## config.mk

```make
export PLATFORM = sky130hd
export DESIGN_NAME = regwr_scoreboard_flat
export DESIGN_NICKNAME = d
export VERILOG_FILES = /design/src/rtl/regwr_scoreboard_if.sv /design/src/rtl/regwr_scoreboard.sv /design/src/flat_wrapper.sv
export SDC_FILE = /design/constraint.sdc
export NUM_CORES = 1
export LEC_CHECK = 0
export CAP_MARGIN = 20
export CORE_MARGIN = 10
export CORE_UTILIZATION = 50
export DETAILED_ROUTE_END_ITERATION = 8
export PLACE_DENSITY_LB_ADDON = 0.05
export SLEW_MARGIN = 20
export SYNTH_ARGS = -nofsm -noshare
export SYNTH_HDL_FRONTEND = slang
export SYNTH_SLANG_ARGS = --single-unit
```

## constraint.sdc

```tcl
create_clock -name clk -period 3.8 [get_ports clk]
set_input_delay 0.57 -clock clk [delete_from_list [all_inputs] [get_ports clk]]
set_output_delay 0.57 -clock clk [all_outputs]
set_load 0.005 [all_outputs]
```

## src/rtl/regwr_scoreboard_if.sv

```systemverilog
// regwr_scoreboard_if: writeback/issue/operand-check bundle between issue logic and the scoreboard
interface regwr_scoreboard_if #(
   parameter int ADDR_W = 5
);
   localparam int NREG = 2**ADDR_W;
   logic              wr_en;
   logic [ADDR_W-1:0] wr_addr;
   logic              iss_valid;
   logic [ADDR_W-1:0] iss_addr;
   logic [ADDR_W-1:0] rd_addr_a;
   logic [ADDR_W-1:0] rd_addr_b;
   logic [NREG-1:0]   wr_onehot;
   logic [NREG-1:0]   busy;
   logic              hazard_a;
   logic              hazard_b;
   logic [ADDR_W:0]   pend_cnt;
   logic              all_idle;
   modport master (
      output wr_en, wr_addr, iss_valid, iss_addr, rd_addr_a, rd_addr_b,
      input  wr_onehot, busy, hazard_a, hazard_b, pend_cnt, all_idle
   );
   modport slave (
      input  wr_en, wr_addr, iss_valid, iss_addr, rd_addr_a, rd_addr_b,
      output wr_onehot, busy, hazard_a, hazard_b, pend_cnt, all_idle
   );
endinterface

```

## src/rtl/regwr_scoreboard.sv

```systemverilog
// regwr_scoreboard: registered one-hot write decode, pending-write scoreboard and RAW hazard detect
module regwr_scoreboard #(
   parameter int ADDR_W  = 5,
   parameter bit ZERO_EN = 1'b1
) (
   input logic               clk,
   input logic               reset_n,
   regwr_scoreboard_if.slave bus
);
   localparam int NREG = 2**ADDR_W;
   logic [NREG-1:0] onehot_q, onehot_d, busy_q, busy_d, set_vec;
   logic [ADDR_W:0] cnt_q, cnt_d;
   logic            wr_eff, iss_eff, inc, dec;
   function automatic logic is_zero(input logic [ADDR_W-1:0] a);
      return ZERO_EN && (&a);
   endfunction
   // count moves by at most one up and one down per edge, so no popcount is needed
   always_comb begin
      wr_eff   = bus.wr_en && !is_zero(bus.wr_addr);
      iss_eff  = bus.iss_valid && !is_zero(bus.iss_addr);
      onehot_d = wr_eff ? (NREG'(1) << bus.wr_addr) : '0;
      set_vec  = iss_eff ? (NREG'(1) << bus.iss_addr) : '0;
      busy_d   = (busy_q & ~onehot_d) | set_vec;
      inc      = iss_eff && !busy_q[bus.iss_addr];
      dec      = wr_eff && busy_q[bus.wr_addr] && !(iss_eff && bus.iss_addr == bus.wr_addr);
      cnt_d    = cnt_q + (ADDR_W+1)'(inc) - (ADDR_W+1)'(dec);
   end
   always_ff @(posedge clk or negedge reset_n) begin
      if (!reset_n) begin
         onehot_q <= '0;
         busy_q   <= '0;
         cnt_q    <= '0;
      end else begin
         onehot_q <= onehot_d;
         busy_q   <= busy_d;
         cnt_q    <= cnt_d;
      end
   end
   assign bus.wr_onehot = onehot_q;
   assign bus.busy      = busy_q;
   assign bus.pend_cnt  = cnt_q;
   assign bus.all_idle  = (cnt_q == '0);
   // a same-cycle writeback to the source forwards the value, so no stall
   assign bus.hazard_a  = busy_q[bus.rd_addr_a] && !is_zero(bus.rd_addr_a) &&
                          !(bus.wr_en && bus.wr_addr == bus.rd_addr_a);
   assign bus.hazard_b  = busy_q[bus.rd_addr_b] && !is_zero(bus.rd_addr_b) &&
                          !(bus.wr_en && bus.wr_addr == bus.rd_addr_b);
endmodule

```

## src/flat_wrapper.sv

```systemverilog
// flat-port wrapper written by rule: the top's interface ports become plain ports
module regwr_scoreboard_flat 
#(
   parameter int ADDR_W  = 5,
   parameter bit ZERO_EN = 1'b1
)
  (clk, reset_n, bus_wr_en, bus_wr_addr, bus_iss_valid, bus_iss_addr, bus_rd_addr_a, bus_rd_addr_b, bus_wr_onehot, bus_busy, bus_hazard_a, bus_hazard_b, bus_pend_cnt, bus_all_idle);
  regwr_scoreboard_if #(.ADDR_W(ADDR_W)) bus_i ();
  input logic clk;
  input logic reset_n;
  input wire logic [$bits(bus_i.wr_en)-1:0] bus_wr_en;
  input wire logic [$bits(bus_i.wr_addr)-1:0] bus_wr_addr;
  input wire logic [$bits(bus_i.iss_valid)-1:0] bus_iss_valid;
  input wire logic [$bits(bus_i.iss_addr)-1:0] bus_iss_addr;
  input wire logic [$bits(bus_i.rd_addr_a)-1:0] bus_rd_addr_a;
  input wire logic [$bits(bus_i.rd_addr_b)-1:0] bus_rd_addr_b;
  output wire logic [$bits(bus_i.wr_onehot)-1:0] bus_wr_onehot;
  output wire logic [$bits(bus_i.busy)-1:0] bus_busy;
  output wire logic [$bits(bus_i.hazard_a)-1:0] bus_hazard_a;
  output wire logic [$bits(bus_i.hazard_b)-1:0] bus_hazard_b;
  output wire logic [$bits(bus_i.pend_cnt)-1:0] bus_pend_cnt;
  output wire logic [$bits(bus_i.all_idle)-1:0] bus_all_idle;
  assign bus_i.wr_en = bus_wr_en;
  assign bus_i.wr_addr = bus_wr_addr;
  assign bus_i.iss_valid = bus_iss_valid;
  assign bus_i.iss_addr = bus_iss_addr;
  assign bus_i.rd_addr_a = bus_rd_addr_a;
  assign bus_i.rd_addr_b = bus_rd_addr_b;
  assign bus_wr_onehot = bus_i.wr_onehot;
  assign bus_busy = bus_i.busy;
  assign bus_hazard_a = bus_i.hazard_a;
  assign bus_hazard_b = bus_i.hazard_b;
  assign bus_pend_cnt = bus_i.pend_cnt;
  assign bus_all_idle = bus_i.all_idle;
  regwr_scoreboard #(.ADDR_W(ADDR_W), .ZERO_EN(ZERO_EN)) u_core (.clk(clk), .reset_n(reset_n), .bus(bus_i));
endmodule
```

==> results.yml, run 1 <==
logic_synthesis:
  synthCells: 378
  synth_edf_count: 0
  ys_ff_latch: 70
  yosysSeqAreaShare_pct: 43.3
  yosysUniqueCellTypes: 42
  syn_area_per_cell_um2: 10.7
  yosysWarningCount: 0
  async_flop_share_pct: 100
  syn-num-nets: 411
  syn_area_um2: 4040
  synth_ff_type: "dfrtp_1"
power_and_ir_drop:
  peakVddDrop_v: 0.000330
  cellLeakagePower_uw: 0.00226
  total_power_uw: 2660
  power_density_nw_per_um2: 498
worst_setup_path:
  crit_path_end_kind: "primary output"
  critPathLaunchType: "input port"
  path_cells: "clkdlybuf4s50_1 -> mux4_2 -> mux2_2 -> o221ai_1 -> a21oi_1 -> clkdlybuf4s50_1"
  path_class: "input port to primary output"
  cp_max_fo: 5
  worst_ep_required_time_ns: 3.23
  cp_slowest_cell: "clkdlybuf4s50_1"
  cp.buffers_inverters: 2
  critPathArrivalTime_ns: 2.81
  cp_slowest_stage_delay_ns: 0.66
  cp_top_family: "buffers and inverters"
  crit_top_cell: "clkdlybuf4s50_1"
min_path:
  hold_path.class: "input port to async pin"
sta:
  post-route-period-util_pct: 88.9
  finalWorstSetupSlack_ns: 0.423
  fin_crit_ns: 3.38
  clock_skew_ns: 0.00825
  setup_violations: 0
  rsz0062_at_grt: "no"
  slew_headroom_pct: 52.7
  finalHoldViolCount: 0
  max_freq_mhz: 296
  drv_slew: 0
  hold_ws_ns: 0.206
  worst_pin_slew_ns: 0.710
layout:
  multiInputGateArea_um2: 2110
  area_growth_pct: 32.5
  area.sequential_um2: 1750
  nNetsFinal: 510
  nFillCells: 604
  n_antenna_cell: 0
  drive_gt1_share_pct: 15.0
  final_util_pct: 68.6
  final_cells: 583
run:
  drv_cap: 0
drt:
  drc: 0
  drt_wl_total_mm: 12.2
  drt_iter0_markers: 320
  detail-route-antenna-nets: 0
  vias: 3540
  wl_per_cell_um: 21.0
  viasPerCell: 6.07
  drt_first_pass_iters: 5
floorplan:
  initial_core_util_pct: 51.8
  core-area_um2: 7810
  die_h_um: 110
  placementRows: 32
  io-pin-count: 97
  die_w_um: 110
  fp.dieArea_um2: 12100
clock_tree:
  cts_root_buf: "clkbuf_8"
  ctsHtreeMaxLevel: 3
  clkLatencyLatePin_ns: 0.35
  clock_path_buffers: 2
  cts_tree: "yes"
  cts_buffers: 9
  clk_pin_slew_ns: 0.08
  ctsHoldBuffers: 0
  clock_sinks: 70
placement:
  dp_cells: 568
  dpl.hpwl_mm: 9.20
  post-place-ws_ns: -0.168
  finalWeightedCongestion: 0.864
  port_buffers: 96
global_route:
  grt_pass1_vias: 3601
  grt_max_degree: 46
  grt_first_pass_wirelength_mm: 19.5
  grt_usage_pct: 21.0
  antenna_found_initial: 0
  globalRoute.totalOverflow: 0
run_status:
  status: "completed"
==> report_power, final <==
part / internal (µW) / switching [µW] / leakage [µW] / total [µW]
clock: 318 / 285 / 0.0000948 / 603
sequential: 865 / 184 / 0.000908 / 1050
combinational: 605 / 407 / 0.00126 / 1010
==> state kept, by name (all words and copies together) (netlist names) <==
register,count
u_core.bus.pend_cnt,6
u_core.bus.wr_onehot,32
u_core.bus.busy,32
==> cell families (layout without fill, tap and decap cells) <==
family,after synthesis,in the layout,synth area share (%)
compound gates,66,66,9.57
xor+xnor,18,18,3.90
fa+ha+maj,9,9,2.97
buf+inv,42,145,4.52
flops,70,70,43.3
mux,41,41,19.9
other cells,1,1,0.0928
simple gates,131,131,15.7
==> worst reg2reg max path, delay by kind of cell, from the launching register on <==
family,cells,cell delay (ns)
xor+xnor,1,0.16
fa+ha+maj,3,0.85
buf+inv,3,0.19
compound gates,2,0.21
simple gates,2,0.20
mux,2,0.97
flops,1,0.47
==> final timing paths <==
kind                                     startpoint  slack [ns]  depth (start not counted)                      end
worst max-delay path               bus_rd_addr_b[1]        0.42                          6             bus_hazard_b
worst min-delay path                        reset_n        0.21                          1   u_core.bus.pend_cnt[4]
worst max register to register   u_core.bus.busy[6]        0.69                         13   u_core.bus.pend_cnt[4]
worst min register to register  u_core.bus.busy[31]        0.48                          0      u_core.bus.busy[31]
max in group asynchronous                   reset_n        2.82                          2  u_core.bus.wr_onehot[0]
min in group clk                u_core.bus.busy[31]        0.48                          0      u_core.bus.busy[31]
==> cell usage in the layout, fill, tap and decap left out, drive strengths merged, types with 2 or more instances in the layout <==
cell / n
nand3: 12
clkbuf: 10
nand4: 3
or2: 2
and2: 3
a21o: 3
nor3: 2
ha: 8
o21ai: 46
inv: 16
nor4: 4
nand4b: 5
mux2i: 6
a21oi: 3
buf: 20
xor2: 11
o311ai: 2
nor2b: 6
xnor2: 7
nand3b: 5
clkinvlp: 2
dfrtp: 70
nor2: 39
mux4: 31
nand2b: 7
clkdlybuf4s50: 94
and3: 3
o221ai: 3
mux2: 4
nor3b: 2
a41o: 2
nand2: 37
==> synthesized netlist by cell type, types with 2 or more instances <==
master	number	area share, %
a21oi_1	3	0.37
buf_1	2	0.19
nor3b_1	2	0.37
nand4b_1	5	1.1
inv_1	15	1.4
mux2i_1	6	1.5
dfrtp_1	70	43
a41o_1	2	0.50
nand2b_1	7	1.1
o311ai_0	2	0.43
xor2_1	11	2.4
nor3_1	2	0.25
nor2_1	39	3.6
ha_1	8	2.5
nand2_1	37	3.4
nor4_1	4	0.62
nand4_1	3	0.46
buf_6	2	0.56
mux2_2	4	1.1
nor2b_1	6	0.93
and3_1	3	0.46
or2_2	2	0.31
nand3b_1	5	0.93
o221ai_1	3	0.65
buf_2	8	0.99
nand3_1	12	1.5
mux4_2	31	17
o21ai_0	46	5.7
xnor2_1	7	1.5
a21o_1	3	0.56
clkbuf_1	15	1.4
and2_1	3	0.46
==> layer usage <==
layer  vias up  wire [µm]  GRT usage [%]
li1       1551          -              -
met1      1747       4770           27.1
met2       219       5750           31.4
met3        23       1500           8.25
met4         0        221           7.25
met5         -          0              0
==> timing repair <==
item                       in CTS  in global routing
resized for setup               0                  1
setup endpoints to repair       0                  1
hold endpoints to repair        0                  0
buffers inserted                0                  0
==> cell type report <==
type | count | area share, %
Timing Repair Buffer | 115 | 20.8
Tap cell | 102 | 2.38
Clock inverter | 5 | 1.10
Multi-Input combinational cell | 266 | 39.3
Clock buffer | 10 | 2.57
Inverter | 15 | 1.05
Sequential cell | 70 | 32.7
==> metrics by stage <==
stage	TNS (ns)	instance area, µm²
after detailed placement	-0.354	5150
after floorplan	0	4040
after CTS	0	5350
after global placement	-0.163	5150
final	0	5360
after global routing	0	5360
(Power assumes the default switching activity.)
==> run 2, diff against run 1 <==
Settings changed: GPL_TIMING_DRIVEN set to 0.
==> results.yml, run 2 (same netlist as run 1, synthesis figures left out) <==
clock_tree:
  ctsHtreeMaxLevel: 3
  cts_buffers: 9
  clock_sinks: 70
  clkLatencyLatePin_ns: 0.35
  clk_pin_slew_ns: 0.08
  clock_path_buffers: 2
  cts_root_buf: "clkbuf_8"
  postCtsSetupRepairBufs: 0
  cts_tree: "yes"
layout:
  n_antenna_cell: 0
  drive_gt1_share_pct: 13.8
  final_common_cell: "clkdlybuf4s50_1"
  final_util_pct: 67.1
  nFillCells: 633
  nNetsFinal: 508
  stdcell_area_um2: 5240
  final_cell_mix: "clkdlybuf4s50_1, dfrtp_1, o21ai_0"
  final_cells: 582
  area_growth_pct: 29.6
sta:
  rsz0062_at_grt: "no"
  post-route-period-util_pct: 94.5
  drv_slew: 0
  slew_headroom_pct: 63.0
  finalHoldViolCount: 0
  setup_violations: 0
  max_freq_mhz: 278
  worst_pin_slew_ns: 0.555
  clock_skew_ns: 0.00701
  fin_crit_ns: 3.59
  fin_setup_tns_ns: 0
power_and_ir_drop:
  power_density_nw_per_um2: 496
  peakVddDrop_v: 0.000281
  cellLeakagePower_uw: 0.00220
  total_power_uw: 2600
floorplan:
  fp.dieArea_um2: 12100
  io-pin-count: 97
  initial_core_util_pct: 51.8
  core-area_um2: 7810
  die_w_um: 110
  placementRows: 32
  die_h_um: 110
worst_setup_path:
  critPathArrivalTime_ns: 3.86
  reg2reg_slack_ns: 0.59
  reg2reg_from: "u_core.bus.busy[6]"
  cp_max_fo: 10
  path_class: "input port to flop"
  reg2reg_to: "u_core.bus.pend_cnt[4]"
  crit_path_end_kind: "flop"
  critPathLaunchType: "input port"
  worst_ep_required_time_ns: 4.07
  worst-r2r-cell-count: 13
placement:
  finalWeightedCongestion: 0.872
  dpl.hpwl_mm: 9.17
  dp_cells: 566
  port_buffers: 85
  placed_cell_area_um2: 5040
global_route:
  antenna_found_initial: 0
  globalRoute.totalOverflow: 0
  grt_pass1_vias: 3639
  grt_usage_pct: 21.0
  grt_max_degree: 46
  grt_first_pass_wirelength_mm: 19.4
min_path:
  hold_path.class: "input port to async pin"
drt:
  drt_first_pass_iters: 4
  detail-route-antenna-nets: 0
  drt_wl_total_mm: 12.2
  vias: 3495
  drc: 0
  wl_per_cell_um: 20.9
  drt_iter0_markers: 276
  viasPerCell: 6.01
run_status:
  status: "completed"
run:
  drv_cap: 0
-- run 2: layout make-up --
cell class	instances	area (µm²)	share of cell area, %
clock buffers	11	151	2.89
clock inverters	5	38.8	0.740
repair buffers	86	876	16.7
inverters	15	56.3	1.07
multi-input cells	266	2110	40.2
flip-flops and latches	70	1750	33.4
well taps	102	128	2.44
plain buffers	27	130	2.48
-- run 2: worst max-delay path by stage --
stage | from | end | slack, ns | depth (start not counted)
floorplan | bus_wr_addr[0] | u_core.bus.pend_cnt[5] | 0.59 | 12
global placement | bus_iss_addr[1] | u_core.bus.pend_cnt[5] | -0.28 | 13
detailed placement | bus_iss_addr[1] | u_core.bus.pend_cnt[4] | -0.43 | 15
CTS | bus_iss_addr[0] | u_core.bus.pend_cnt[4] | 0.12 | 15
global route | bus_iss_addr[0] | u_core.bus.pend_cnt[5] | 0.002 | 13
finish | bus_iss_addr[1] | u_core.bus.pend_cnt[4] | 0.21 | 15
-- run 2: metal layers --
metal  vias to the layer above  share of wire, %  GRT usage [%]  wire length (µm)
li1                       1556                 -              -                 -
met1                      1741                39           26.0              4700
met2                       168                48           32.9              5790
met3                        30                11           7.61              1370
met4                         0               2.7           8.46               325
met5                         -                 0              0                 0
-- run 2: what timing repair did --
| item | CTS | global route |
|---|---|---|
| hold buffers | 0 | 0 |
| endpoints found under the setup margin | 2 | 2 |
| gates resized for setup | 1 | 1 |
-- run 2: where the power goes --
part / internal [µW] / switching (µW)
Clock: 277 / 295
Sequential: 865 / 173
Combinational: 575 / 413
Total: 1720 / 882
-- run 2: through the flow --
| step | hold WS, ns | setup slack [ns] |
|---|---|---|
| floorplan | 0.274 | 0.591 |
| global placement | 0.525 | -0.278 |
| detailed placement | 0.504 | -0.429 |
| CTS | 0.111 | 0.121 |
| global route | 0.118 | 0.00228 |
| finish | 0.115 | 0.207 |
-- run 2: critical path: stages --
cell	delay [ns]
clkdlybuf4s50_1	0.48
clkbuf_2	0.30
nand2_1	0.15
o21ai_0	0.29
nor4_1	0.12
nor4_1	0.41
ha_1	0.32
inv_1	0.06
ha_1	0.16
inv_1	0.06
fa_1	0.43
inv_1	0.07
a21oi_1	0.07
o21bai_1	0.18
xor2_1	0.19
